$ cat config.mk
export PLATFORM = sky130hd
export DESIGN_NAME = iot_byte_feeder
export DESIGN_NICKNAME = d
export VERILOG_FILES = /design/src/rtl/iot_byte_feeder.sv
export SDC_FILE = /design/constraint.sdc
export NUM_CORES = 1
export LEC_CHECK = 0
export ABC_AREA = 1
export CAP_MARGIN = 0
export CORE_UTILIZATION = 57
export CTS_BUF_LIST = sky130_fd_sc_hd__clkbuf_8
export CTS_CLUSTER_DIAMETER = 120
export DETAILED_ROUTE_END_ITERATION = 7
export PLACE_DENSITY = 0.87
export SKIP_CTS_REPAIR_TIMING = 1
export SYNTH_ARGS = -nofsm -noshare
export SYNTH_HDL_FRONTEND = slang
export SYNTH_SLANG_ARGS = --single-unit
$ cat constraint.sdc
create_clock -name clk -period 9.2 [get_ports clk]
set_input_delay 1.38 -clock clk [delete_from_list [all_inputs] [get_ports clk]]
set_output_delay 1.38 -clock clk [all_outputs]
set_load 0.1 [all_outputs]
$ cat src/rtl/iot_byte_feeder.sv
// iot_byte_feeder: record FIFO plus byte serialiser feeding the IoT data-filter core.
// Each buffered {fn, 128-bit data} record is sent as 16 bytes, MSB byte first.
// A byte goes out only while the core is not busy.
// The record is then held until the core strobes iot_valid, and is popped at that point.
// Optional build macro IOT_FEEDER_STATS_EN adds two outputs:
//   rec_done   - counter of completed records
//   drop_pulse - strobe for records offered while the FIFO is full

module iot_byte_feeder #(
  parameter int DEPTH = 2,
  parameter int CNT_W = 16
) (
  input  logic             clk,
  input  logic             rst,
  input  logic             rec_valid,
  output logic             rec_ready,
  input  logic [127:0]     rec_data,
  input  logic [2:0]       rec_fn,
  input  logic             busy,
  input  logic             iot_valid,
  output logic             in_en,
  output logic [7:0]       iot_in,
  output logic [2:0]       fn_sel
`ifdef IOT_FEEDER_STATS_EN
  ,
  output logic [CNT_W-1:0] rec_done,
  output logic             drop_pulse
`endif
);

  // Address width and pointer width; the extra pointer bit is the wrap flag.
  localparam int AW = (DEPTH > 1) ? $clog2(DEPTH) : 1;
  localparam int PW = AW + 1;

  localparam logic [1:0] S_IDLE = 2'd0;
  localparam logic [1:0] S_SEND = 2'd1;
  localparam logic [1:0] S_WAIT = 2'd2;

  // Record storage: {fn[2:0], data[127:0]}.
  logic [130:0]   r_mem [DEPTH];
  logic [PW-1:0]  r_wr_ptr;
  logic [PW-1:0]  r_rd_ptr;
  logic [1:0]     r_state;
  logic [3:0]     r_idx;
  logic [2:0]     r_fn_sel;

  logic           w_full;
  logic           w_empty;
  logic           w_push;
  logic           w_pop;
  logic           w_in_en;
  logic [130:0]   w_head;
  logic [7:0]     w_bytes [16];
  logic [7:0]     w_byte;

  // Occupancy flags: same address with differing wrap bits means full.
  assign w_empty = (r_wr_ptr == r_rd_ptr);
  assign w_full  = (r_wr_ptr[AW-1:0] == r_rd_ptr[AW-1:0]) &&
                   (r_wr_ptr[AW] != r_rd_ptr[AW]);

  // A push is admitted only on the advertised ready, so a same-cycle pop never frees room for it.
  assign w_push = rec_valid & ~w_full;
  // The head record leaves only when the core reports its result.
  assign w_pop  = (r_state == S_WAIT) & iot_valid;

  // The head record is read combinationally, so the byte is valid in the same cycle as in_en.
  assign w_head = r_mem[r_rd_ptr[AW-1:0]];

  // Split the head payload into bytes; byte 0 is the most significant one.
  genvar gi;
  generate
    for (gi = 0; gi < 16; gi++) begin : g_byte
      assign w_bytes[gi] = w_head[127-8*gi -: 8];
    end
  endgenerate

  assign w_byte = w_bytes[r_idx];

  // Offer a byte whenever we are streaming and the core can take it.
  assign w_in_en   = (r_state == S_SEND) & ~busy;
  assign in_en     = w_in_en;
  assign iot_in    = w_in_en ? w_byte : 8'h00;
  assign fn_sel    = r_fn_sel;
  assign rec_ready = ~w_full;

  // Record storage write; the contents need no reset because the pointers define validity.
  always_ff @(posedge clk) begin
    if (w_push) begin
      r_mem[r_wr_ptr[AW-1:0]] <= {rec_fn, rec_data};
    end
  end

  // Write and read pointers advance on push and pop respectively.
  always_ff @(posedge clk or negedge rst) begin
    if (!rst) begin
      r_wr_ptr <= '0;
      r_rd_ptr <= '0;
    end else begin
      if (w_push) begin
        r_wr_ptr <= r_wr_ptr + PW'(1);
      end
      if (w_pop) begin
        r_rd_ptr <= r_rd_ptr + PW'(1);
      end
    end
  end

  // Sequencer: pick up the head record, stream its 16 bytes, then wait for the core's result.
  always_ff @(posedge clk or negedge rst) begin
    if (!rst) begin
      r_state  <= S_IDLE;
      r_idx    <= 4'd0;
      r_fn_sel <= 3'd0;
    end else begin
      case (r_state)
        S_IDLE: begin
          if (!w_empty) begin
            r_state  <= S_SEND;
            r_idx    <= 4'd0;
            r_fn_sel <= w_head[130:128];
          end
        end
        S_SEND: begin
          if (w_in_en) begin
            if (r_idx == 4'd15) begin
              r_idx   <= 4'd0;
              r_state <= S_WAIT;
            end else begin
              r_idx <= r_idx + 4'd1;
            end
          end
        end
        S_WAIT: begin
          if (iot_valid) begin
            r_state  <= S_IDLE;
            r_fn_sel <= 3'd0;
          end
        end
        default: begin
          r_state  <= S_IDLE;
          r_idx    <= 4'd0;
          r_fn_sel <= 3'd0;
        end
      endcase
    end
  end

`ifdef IOT_FEEDER_STATS_EN
  logic [CNT_W-1:0] r_rec_done;

  // Count records the core has completed; wraps naturally at 2^CNT_W.
  always_ff @(posedge clk or negedge rst) begin
    if (!rst) begin
      r_rec_done <= '0;
    end else if (w_pop) begin
      r_rec_done <= r_rec_done + CNT_W'(1);
    end
  end

  assign rec_done   = r_rec_done;
  assign drop_pulse = rec_valid & w_full;
`endif

endmodule

# Word-level counts from Yosys, hierarchy flattened
# Memories as Yosys holds them, arrays and structs flattened.
# Index checks and enable logic that the tools add are counted.
[word_totals] register_bits=13 ramBits=262 in_bits=136 out_inout_bits=13 wordCells=51 memories=1
[memory_table] name="r_mem" depth=2 width=131 read_ports=1 rd_ports_with_merged_regs=0 write_ports=1 line="40" rtl="logic [130:0] r_mem [DEPTH];"
[op_classes] n_addsub=3 magnitude_cmp=1 eq_ne=10 n_mux=18 bitwise=8 reduce_logical=5
[ops] operator="$bmux 8 s4" n=1
[ops] operator="$mux 8" n=3
[ops] operator="$mux 4" n=3
[ops] operator="$pmux 4 s3" n=1
[ops] operator="$pmux 3 s3" n=1
[ops] operator="$mux 2" n=4
[ops] operator="$mux 3" n=2
[ops] operator="$ne 2x2->1 const B" n=3
[ops] operator="$pmux 2 s3" n=1
[ops] operator="$reduce_and 3->1" n=2
[ops] operator="$ge 5x5->1 const B" n=1
[ops] operator="$not 4->5" n=1
[ops] operator="$add 2x1->2 const B" n=2
[ops] operator="$add 4x1->4 const B" n=1
[ops] operator="$eq 4x4->1 const B" n=1
[ops] operator="$not 1->1" n=4
[ops] operator="$reduce_and 4->1" n=1
[ops] operator="$and 1x1->1" n=3
[ops] operator="$eq 2x1->1 const B" n=1
[ops] operator="$eq 2x2->1" n=1
[ops] operator="$eq 2x2->1 const B" n=1
[ops] operator="$logic_not 2->1" n=1
[ops] operator="$mux 1" n=2
[ops] operator="$ne 2x1->1 const B" n=1
[ops] operator="3 further kinds" n=3

# Depth between registers and ports, before layout
# Gate-level depths: netlist of run 1.
[logic_depth] word_depth=6 mapped_depth=11 mapped_depth_nobuf=9

# Worst setup path after synthesis of run 1
# OpenSTA, ideal clock, no wires.
[synth_path] kind="register -> register" from="register r_rd_ptr[0]" to="memory r_mem[0][0] (enable)" setup_time_ns=0.623 t_arrival_ns=6.984 t_required_ns=8.577 path_slack_ns=1.592 stages_incl_launch_ff=6 path_buffers=1 period_less_slack_ns=7.608 cell_sequence="dfrtp_1 -> buf_6 -> xnor2_1 -> nand2_1 -> nand2_1 -> nor2_1"
[synth_between] elab_chain_cells=6
[synth_lines] element="start, declared" line="42" rtl="logic [PW-1:0] r_rd_ptr;"
[synth_lines] element="start signal, assigned" line="103" rtl="r_rd_ptr <= r_rd_ptr + PW'(1);"
[synth_lines] element="$eq 1x1->1" line="58" rtl="assign w_full = (r_wr_ptr[AW-1:0] == r_rd_ptr[AW-1:0]) &&"
[synth_lines] element="$logic_and 1x1->1" line="58"
[synth_lines] element="$not 1->1"
[synth_lines] element="named net rec_ready" line="16" rtl="output logic rec_ready,"
[synth_lines] element="$and 1x1->1" line="62" rtl="assign w_push = rec_valid & ~w_full;"
[synth_lines] element="$mux 1" line="88" rtl="if (w_push) begin"
[synth_lines] element="$mux 1 (implied by the code)" line="89" rtl="r_mem[r_wr_ptr[AW-1:0]] <= {rec_fn, rec_data};"
[synth_lines] element="end, declared" line="40"
# The timed path passes the listed nets, and every way through them passes these cells.

# Worst setup path after layout of run 1
[layout_path] from="register r_rd_ptr[0]" to="output port iot_in[5]"
[layout_between] elab_chain_cells=5
[layout_lines] element="$mem_v2 2x131"
[layout_lines] element="$bmux 8 s4" line="77" rtl="assign w_byte = w_bytes[r_idx];"
[layout_lines] element="$mux 8 (implied by the code) (2 in series)" line="77"
[layout_lines] element="$mux 8" line="82" rtl="assign iot_in = w_in_en ? w_byte : 8'h00;"
[layout_lines] element="end, declared" line="22" rtl="output logic [7:0] iot_in,"
# No other way between the ends. The select of a mux whose other input is x is not followed.

==> results of run 1 <==
## worst max-delay path by stage
stage                                  from                     to  cells past startpoint
global route        r_rd_ptr[0]$_DFFE_PN0P_              iot_in[5]                      9
finish              r_rd_ptr[0]$_DFFE_PN0P_              iot_in[5]                      9
floorplan           r_rd_ptr[0]$_DFFE_PN0P_  r_mem[0][0]$_DFFE_PP_                      5
CTS                 r_rd_ptr[0]$_DFFE_PN0P_              iot_in[1]                      9
global placement    r_rd_ptr[0]$_DFFE_PN0P_              iot_in[5]                      9
detailed placement  r_rd_ptr[0]$_DFFE_PN0P_              iot_in[1]                      9
## flip-flops by register name, summed over array words and instances, names as in the netlist
name      flops
r_mem       262
r_idx         4
fn_sel        3
r_rd_ptr      2
r_state       2
r_wr_ptr      2
## layer usage
metal,track usage (%),vias to the layer above,routed length (um)
li1,-,3566,-
met1,33.93,3683,9704
met2,42.60,419,12770
met3,5.164,64,2376
met4,11.38,0,686
met5,0,-,0
## cells in the mapped netlist, types with 2 or more instances
cell,count
buf_1,4
clkbuf_1,3
inv_2,2
o21ai_1,10
o21a_1,4
buf_4,6
buf_2,29
clkinv_1,3
nand3_1,166
buf_6,8
nand2_1,296
nor2_1,63
a21oi_1,25
xor2_1,3
edfxtp_1,262
xnor2_1,3
o21ai_0,17
dfrtp_1,13
nor2_2,3
inv_1,8
## cell type report
class | count | area (um2)
Antenna cell | 2 | 5.005
Clock buffer | 48 | 660.6
Clock inverter | 30 | 203.9
Fill cell | 1294 | 5321
Inverter | 14 | 55.05
Multi-Input combinational cell | 593 | 2582
Sequential cell | 275 | 8198
Tap cell | 260 | 325.3
Timing Repair Buffer | 156 | 1541
## critical path, stage by stage, from the launching register on
cell             delay (ns)
dfrtp_4                0.63
inv_4                  0.53
buf_4                  0.70
nand2_1                0.11
nand3_1                0.11
nand3_1                0.13
nand3_1                0.16
a21oi_1                0.08
nor2_1                 0.21
clkdlybuf4s50_1        1.18
## metrics by stage
step,cell area (um2),total power (W),setup slack (ns),instances
2_1_floorplan,11120,0.003086,1.592,932
3_3_place_gp,12700,0.003385,4.006,1298
3_5_place_dp,12700,0.003436,3.950,1298
4_1_cts,13570,0.004459,3.341,1376
5_1_grt,13570,0.004680,3.128,1378
6_report,13570,0.004446,3.355,1378
## power breakdown
part | switching, W | internal [W] | total, W
Clock | 0.000461 | 0.000563 | 0.00102
Sequential | 0.000132 | 0.00182 | 0.00195
Combinational | 0.00107 | 0.000398 | 0.00147
## cell families after synthesis
| kind of cell | after synthesis | share of synthesized area (%) |
|---|---|---|
| AND/OR/NAND/NOR | 530 | 19.91 |
| flip-flops | 275 | 73.65 |
| buffers and inverters | 64 | 3.251 |
| AO/OA/AOI/OAI | 56 | 2.609 |
| XOR/XNOR | 6 | 0.4725 |
| adder cells (fa/ha/maj) | 1 | 0.1125 |
==> metrics, run 1 <==
fmax=171.1 MHz; largest net degree at the start of global routing=104; Leak=4.994 nW; Vias/cell=5.611; Distinct cells, synth=24; RSZ-0062 raised after global routing=false; Final GP Congestion=0.7957; Syn Std Cell Area=11120 um2; VDD IR max=0.2742 mV; most frequent cells in the layout=nand2_1 (296), edfxtp_1 (262), nand3_1 (166), clkdlybuf4s50_1 (148), nor2_1 (62); R2R setup slack=5.99 ns; outcome=complete, no violations; later-pin clock latency in the skew report=0.55 ns; Routed Antenna Nets=0; H-tree Lvls=2; CTS tree=done; hold endpoint=fn_sel[1]$_DFFE_PN0P_; Setup TNS Final=0 ns; critical path class=reg -> out; Synth-to-Final Area Change=22.00%; Synth Flop Type=edfxtp_1; yosys warns=0; fraction of layout cells with a size suffix above 1=6.720%; r2r endpoint=r_mem[1][60]$_DFFE_PP_; num rows=50; Post-synth EDFFs=262; Initial DRT Pass Iterations=5; die width=141.7 um; Die Y=141.7 um; Mapped Nets=1069; Boundary Pins=149; clk sinks=275; Min-Delay Path Depth=2; synthesized instance count=932; synthesis-stage register bit count=275; Hold Crit Class=reg -> reg; Synth area leaders=edfxtp_1 (71%), nand2_1 (10%), nand3_1 (7.5%); GRT overflow=0; vias in the first global route=7490; fin nets=1221; worst path arrival time=4.47 ns; most common cell after layout, fill and taps aside=nand2_1; Wirelength per Cell=18.53 um; Worst Hold Launch=fn_sel[1]$_DFFE_PN0P_; sequential area share after synthesis=73.65%; clock period minus worst slack=5.845 ns; Worst Max-Slew Pin Slew=1.109 ns; Power Density=327.6 nW/um2; via count=7732; worst reg2reg path startpoint=r_rd_ptr[0]$_DFFE_PN0P_; Slew Viols, Final=0; die area=20080 um2; Rel. slew slack=26.05%; initial antenna violation count=2; Setup crit end kind=output pin; clock transition at the registers of the reported paths=0.06 ns; Worst Setup Start Kind=register; Total Routing Usage GR=25.96%; Avg Inst Size Synth=11.94 um2; ys async rst share=4.727%; Final Cycle Share=63.53%; detailed-route DRC error count=0; PortBufs=148; Worst Skew=0.02371 ns; clock buffer depth=3; post-DP HPWL=15410 um; top-area cell type share of the netlist area=70.72%; max_cap viols=0; Initial Utilization=58.88%; Worst Path Required=7.82 ns; final hold slack=0.4956 ns; Final Setup Violations=0; CTS Root Cell=clkbuf_8; Iteration-0 DRC Markers=778; critical path fanouts, max=69; reg2reg path depth=6; total CTS buffers=44; largest area contributor in the synthesized netlist=edfxtp_1; DRT Wirelength=25540 um; Core Area=18890 um2; fin util=71.83%; first-pass GRT wire length=39010 um; Final Hold Viols=0
Power figures use the tool's default switching activity.
==> run 2, diff against run 1 <==
- clock period: 9.2 -> 5.4 ns (I/O delays scaled with it)
==> metrics, run 2 (synthesis results as in run 1) <==
Min-Delay Path Depth=2 (unchanged); CTS Root Cell=clkbuf_8 (unchanged); fraction of layout cells with a size suffix above 1=7.616% (was 6.720%); first-pass GRT wire length=39460 um (was 39010 um); Routed Antenna Nets=0 (unchanged); num rows=50 (unchanged); cell area after placement=12730 um2 (was 12700 um2); clock buffer depth=3 (unchanged); fmax=223.3 MHz; reg2reg path depth=6 (unchanged); most common cell after layout, fill and taps aside=nand2_1 (unchanged); die area=20080 um2 (unchanged); fin nets=1222 (was 1221); CTS tree=done (unchanged); # fillers=1262 (was 1294); VDD IR max=0.4535 mV (was 0.2742 mV); Final Cycle Share=82.94%; CP max stage delay=1.14 ns (was 1.18 ns); Wirelength per Cell=18.71 um (was 18.53 um); Setup crit end kind=output pin (unchanged); Largest register FFs=262 (unchanged); DRT Wirelength=25740 um (was 25540 um); Setup TNS Final=0 ns (unchanged); Slew Viols, Final=0 (unchanged); worst path arrival time=3.67 ns (was 4.47 ns); Final GP Congestion=0.8087 (was 0.7957); Slowest-stage cell, CP=clkdlybuf4s50_1 (unchanged); Final Hold Viols=0 (unchanged); RSZ-0062 raised after global routing=false (unchanged); detailed-route DRC error count=0 (unchanged); R2R setup slack=1.82 ns (was 5.99 ns); critical path class=reg -> out (unchanged); Power Density=560.5 nW/um2 (was 327.6 nW/um2); Inserted Diodes=0 (was 2); Initial DRT Pass Iterations=5 (unchanged); outcome=complete, no violations (unchanged); Core Area=18890 um2 (unchanged); H-tree Lvls=2 (unchanged); Worst Setup Start Kind=register (unchanged); Worst Path Required=4.59 ns (was 7.82 ns); final hold slack=0.4827 ns (was 0.4956 ns); later-pin clock latency in the skew report=0.54 ns (was 0.55 ns); max_cap viols=0 (unchanged); clock period minus worst slack=4.479 ns; Worst Hold Launch=fn_sel[2]$_DFFE_PN0P_ (was fn_sel[1]$_DFFE_PN0P_); total power=0.007627 W (was 0.004446 W); Synth-to-Final Area Change=22.31% (was 22.00%); hold endpoint=fn_sel[2]$_DFFE_PN0P_ (was fn_sel[1]$_DFFE_PN0P_); Rel. slew slack=35.61% (was 26.05%); Worst Setup SP=r_rd_ptr[0]$_DFFE_PN0P_ (unchanged); most frequent cells in the layout=nand2_1 (296), edfxtp_1 (262), nand3_1 (166), clkdlybuf4s50_1 (140), nor2_1 (62) (was nand2_1 (296), edfxtp_1 (262), nand3_1 (166), clkdlybuf4s50_1 (148), nor2_1 (62)); worst reg2reg path startpoint=r_rd_ptr[0]$_DFFE_PN0P_ (unchanged); Worst Max-Slew Pin Slew=0.9629 ns (was 1.109 ns); Vias/cell=5.551 (was 5.611); largest net degree at the start of global routing=132 (was 104); total CTS buffers=44 (unchanged); via count=7638 (was 7732); Total Routing Usage GR=26.15% (was 25.96%); Initial Utilization=58.88% (unchanged); r2r endpoint=r_mem[1][116]$_DFFE_PP_ (was r_mem[1][60]$_DFFE_PP_); Final Setup Violations=0 (unchanged); clock transition at the registers of the reported paths=0.06 ns (about the same); Die Y=141.7 um (unchanged); Hold Crit Class=reg -> reg (unchanged); Leak=5.048 nW (was 4.994 nW); GRT overflow=0 (unchanged); clk sinks=275 (unchanged); Iteration-0 DRC Markers=748 (was 778); Worst Skew=0.01569 ns (was 0.02371 ns); initial antenna violation count=0 (was 2); critical path fanouts, max=68 (was 69); Boundary Pins=149 (unchanged); PortBufs=148 (unchanged); vias in the first global route=7623 (was 7490); post-DP HPWL=15710 um (was 15410 um); final instance area=13610 um2 (was 13570 um2); die width=141.7 um (unchanged); worst path cell trace=buf_4 -> xnor2_1 -> nand2_1 -> clkdlybuf4s50_1 (was inv_4 -> buf_4 -> nand2_1 -> nand3_1 -> nand3_1 -> nand3_1 -> a21oi_1 -> nor2_1 -> clkdlybuf4s50_1)
## run 2: cell types whose count changed in the layout (fill, tap and decap cells not counted), sizes merged
| cell | change |
|---|---|
| buf | +9 |
| clkdlybuf4s50 | -8 |
| inv | +4 |
| clkinvlp | -2 |
| clkinv | -7 |
| clkbuf | +5 |
| bufinv | -1 |
| diode | -2 |
## run 2: critical path, delay by kind of cell, from the launching register on
kind                   cells  cell delay [ns]
buffers and inverters      2             1.85
flip-flops                 1             0.89
XOR/XNOR                   1             0.19
AND/OR/NAND/NOR            1             0.14
## run 2: worst max-delay path by stage
stage,cells past startpoint,endpoint
after detailed placement,4,rec_ready
after CTS,4,rec_ready
after floorplan,5,r_mem[1][0]$_DFFE_PP_
after global placement,4,rec_ready
final,4,rec_ready
after global routing,4,rec_ready
## run 2: layout make-up
cell class | instances | area (um2) | area share (%)
repair buffers | 157 | 1567 | 11.51
multi-input cells | 593 | 2582 | 18.98
well taps | 260 | 325.3 | 2.391
flip-flops and latches | 275 | 8198 | 60.25
clock buffers | 53 | 729.5 | 5.361
inverters | 14 | 55.05 | 0.4046
clock inverters | 24 | 150.1 | 1.103
## run 2: per-layer routing
layer / part of all wire (%) / GRT usage (%)
met5: 0 / 0
met4: 3.3 / 11.49
met3: 7.7 / 4.691
met2: 51 / 44.21
met1: 38 / 33.29
## run 2: report_power, final
group	leakage (nW)	switching, W	internal (W)	total (W)
Clock	0.512	0.000774	0.000981	0.00175
Combinational	1.94	0.00183	0.000695	0.00253
Sequential	2.59	0.000257	0.00309	0.00334
Total	5.05	0.00287	0.00476	0.00763
## run 2: through the flow
stage	setup slack (ns)	instances	util, %
2_1_floorplan	-0.06487	932	-
3_3_place_gp	1.511	1299	67.36
3_5_place_dp	1.506	1299	67.36
4_1_cts	0.9294	1376	72.02
5_1_grt	0.7219	1376	72.02
6_report	0.9212	1376	72.02
==> run 3, diff against run 2 <==
- clock period: 5.4 -> 4.7 ns (I/O delays scaled with it)
==> metrics, run 3 (synthesis results as in run 1) <==
most common cell after layout, fill and taps aside=nand2_1 (unchanged); Worst Skew=0.01151 ns (was 0.01569 ns); PortBufs=148 (unchanged); Final Setup Violations=0 (unchanged); RSZ-0062 raised after global routing=false (unchanged); most frequent cells in the layout=nand2_1 (296), edfxtp_1 (262), nand3_1 (166), clkdlybuf4s50_1 (139), nor2_1 (62) (was nand2_1 (296), edfxtp_1 (262), nand3_1 (166), clkdlybuf4s50_1 (140), nor2_1 (62)); Final Hold Viols=0 (unchanged); Inserted Diodes=0 (unchanged); Final Cycle Share=77.92%; later-pin clock latency in the skew report=0.54 ns (about the same); worst reg2reg path startpoint=r_rd_ptr[0]$_DFFE_PN0P_ (unchanged); fmax=273.1 MHz; critical path fanouts, max=32 (was 68); CTS tree=done (unchanged); Leak=4.973 nW (was 5.048 nW); VDD IR max=0.4989 mV (was 0.4535 mV); met1 usage=33.21% (was 33.29%); Boundary Pins=149 (unchanged); critical path class=reg -> out (unchanged); grt peak-use layer=met2 (unchanged); Initial DRT Pass Iterations=6 (was 5); Worst Setup SP=r_rd_ptr[0]$_DFFE_PN0P_ (unchanged); Largest register FFs=262 (unchanged); Wirelength per Cell=19.13 um (was 18.71 um); Iteration-0 DRC Markers=961 (was 748); Slew Viols, Final=0 (unchanged); die area=20080 um2 (unchanged); CTS Root Cell=clkbuf_8 (unchanged); met2 Usage GRT=45.84% (was 44.21%); Core Area=18890 um2 (unchanged); Setup crit end kind=output pin (unchanged); via count=7717 (was 7638); Total Routing Usage GR=26.64% (was 26.15%); clock period minus worst slack=3.662 ns; Worst Setup Start Kind=register (unchanged); vias in the first global route=7668 (was 7623); Power Density=635.9 nW/um2 (was 560.5 nW/um2); initial antenna violation count=0 (unchanged); Initial Utilization=58.88% (unchanged); total power=0.008578 W (was 0.007627 W); Rel. slew slack=35.70% (was 35.61%); num rows=50 (unchanged); fin nets=1222 (unchanged); clock transition at the registers of the reported paths=0.06 ns (about the same); Synth-to-Final Area Change=21.27% (was 22.31%); Die Y=141.7 um (unchanged); Hold Crit Class=reg -> reg (unchanged); Routed Antenna Nets=0 (unchanged); total CTS buffers=43 (was 44); detailed-route DRC error count=0 (unchanged); H-tree Lvls=2 (unchanged); met3 usage=5.467% (was 4.691%); fraction of layout cells with a size suffix above 1=7.073% (was 7.616%); worst path arrival time=2.96 ns (was 3.67 ns); final setup margin=1.038 ns (was 0.9212 ns); largest net degree at the start of global routing=132 (unchanged); Vias/cell=5.604 (was 5.551); die width=141.7 um (unchanged); GRT overflow=0 (unchanged); Worst Max-Slew Pin Slew=0.9615 ns (was 0.9629 ns); outcome=complete, no violations (unchanged); Worst Path Required=3.99 ns (was 4.59 ns); clk sinks=275 (unchanged); Worst Hold Launch=fn_sel[1]$_DFFE_PN0P_ (was fn_sel[2]$_DFFE_PN0P_); post-place setup slack=1.615 ns (was 1.506 ns); Final GP Congestion=0.8668 (was 0.8087); final hold slack=0.4798 ns (was 0.4827 ns); post-DP HPWL=16940 um (was 15710 um); DRT Wirelength=26350 um (was 25740 um); first-pass GRT wire length=40050 um (was 39460 um); clock buffer depth=3 (unchanged); max_cap viols=0 (unchanged); Setup TNS Final=0 ns (unchanged)
==> run 3: cell types whose count changed in the layout (fill, tap and decap cells not counted) <==
cell             before  now
inv_6                 1    0
inv_1                24   19
clkdlybuf4s50_1     140  139
bufinv_16             2    0
buf_4                14   15
buf_12                3    4
clkinv_1              6   19
clkbuf_8             53   45
clkinv_2              2    5
==> run 3: worst max-delay path, stage by stage (launching register included) <==
cell and delay [ns]:
dfrtp_4 0.49, inv_4 0.29, buf_4 0.39, nand2_1 0.10
nand3_1 0.14, nand3_1 0.13, nand2_1 0.12, nand2_1 0.05
nand2_1 0.07, nand2_1 0.05, nor2_1 0.23, buf_4 0.34
==> run 3: worst paths after layout <==
path	depth (start not counted)	to	slack, ns
min reg2reg	2	fn_sel[1]$_DFFE_PN0P_	0.48
max reg2reg	6	r_mem[1][30]$_DFFE_PP_	1.79
max	11	iot_in[4]	1.04
min	2	fn_sel[1]$_DFFE_PN0P_	0.48
max in group asynchronous	1	r_rd_ptr[0]$_DFFE_PN0P_	3.68
min in group asynchronous	1	r_rd_ptr[1]$_DFFE_PN0P_	0.55
==> run 3: per-stage QoR <==
step	cell area (um2)	instances	utilization, %
after CTS	13490	1377	71.40
after floorplan	11130	932	-
after detailed placement	12740	1300	67.46
after global placement	12740	1300	67.46
after global routing	13490	1377	71.40
final	13490	1377	71.40
==> run 3: where the power goes <==
group	internal, W	switching, W
Sequential	0.00355	0.000213
Combinational	0.000810	0.00225
Clock	0.000884	0.000871
Total	0.00524	0.00334
==> run 3: final cells by class <==
cell class / count / area, um2
Multi-Input combinational cell: 593 / 2582
Fill cell: 1281 / 5403
Sequential cell: 275 / 8198
Tap cell: 260 / 325.3
Inverter: 14 / 55.05
Clock buffer: 45 / 619.3
Timing Repair Buffer: 158 / 1584
Clock inverter: 32 / 126.4
==> run 3: routing by layer <==
metal  vias up  part of all wire [%]
met2       417                    51
met1      3686                    37
met3        47                   8.6
met4         0                   3.0
met5         -                     0
li1       3567                     -
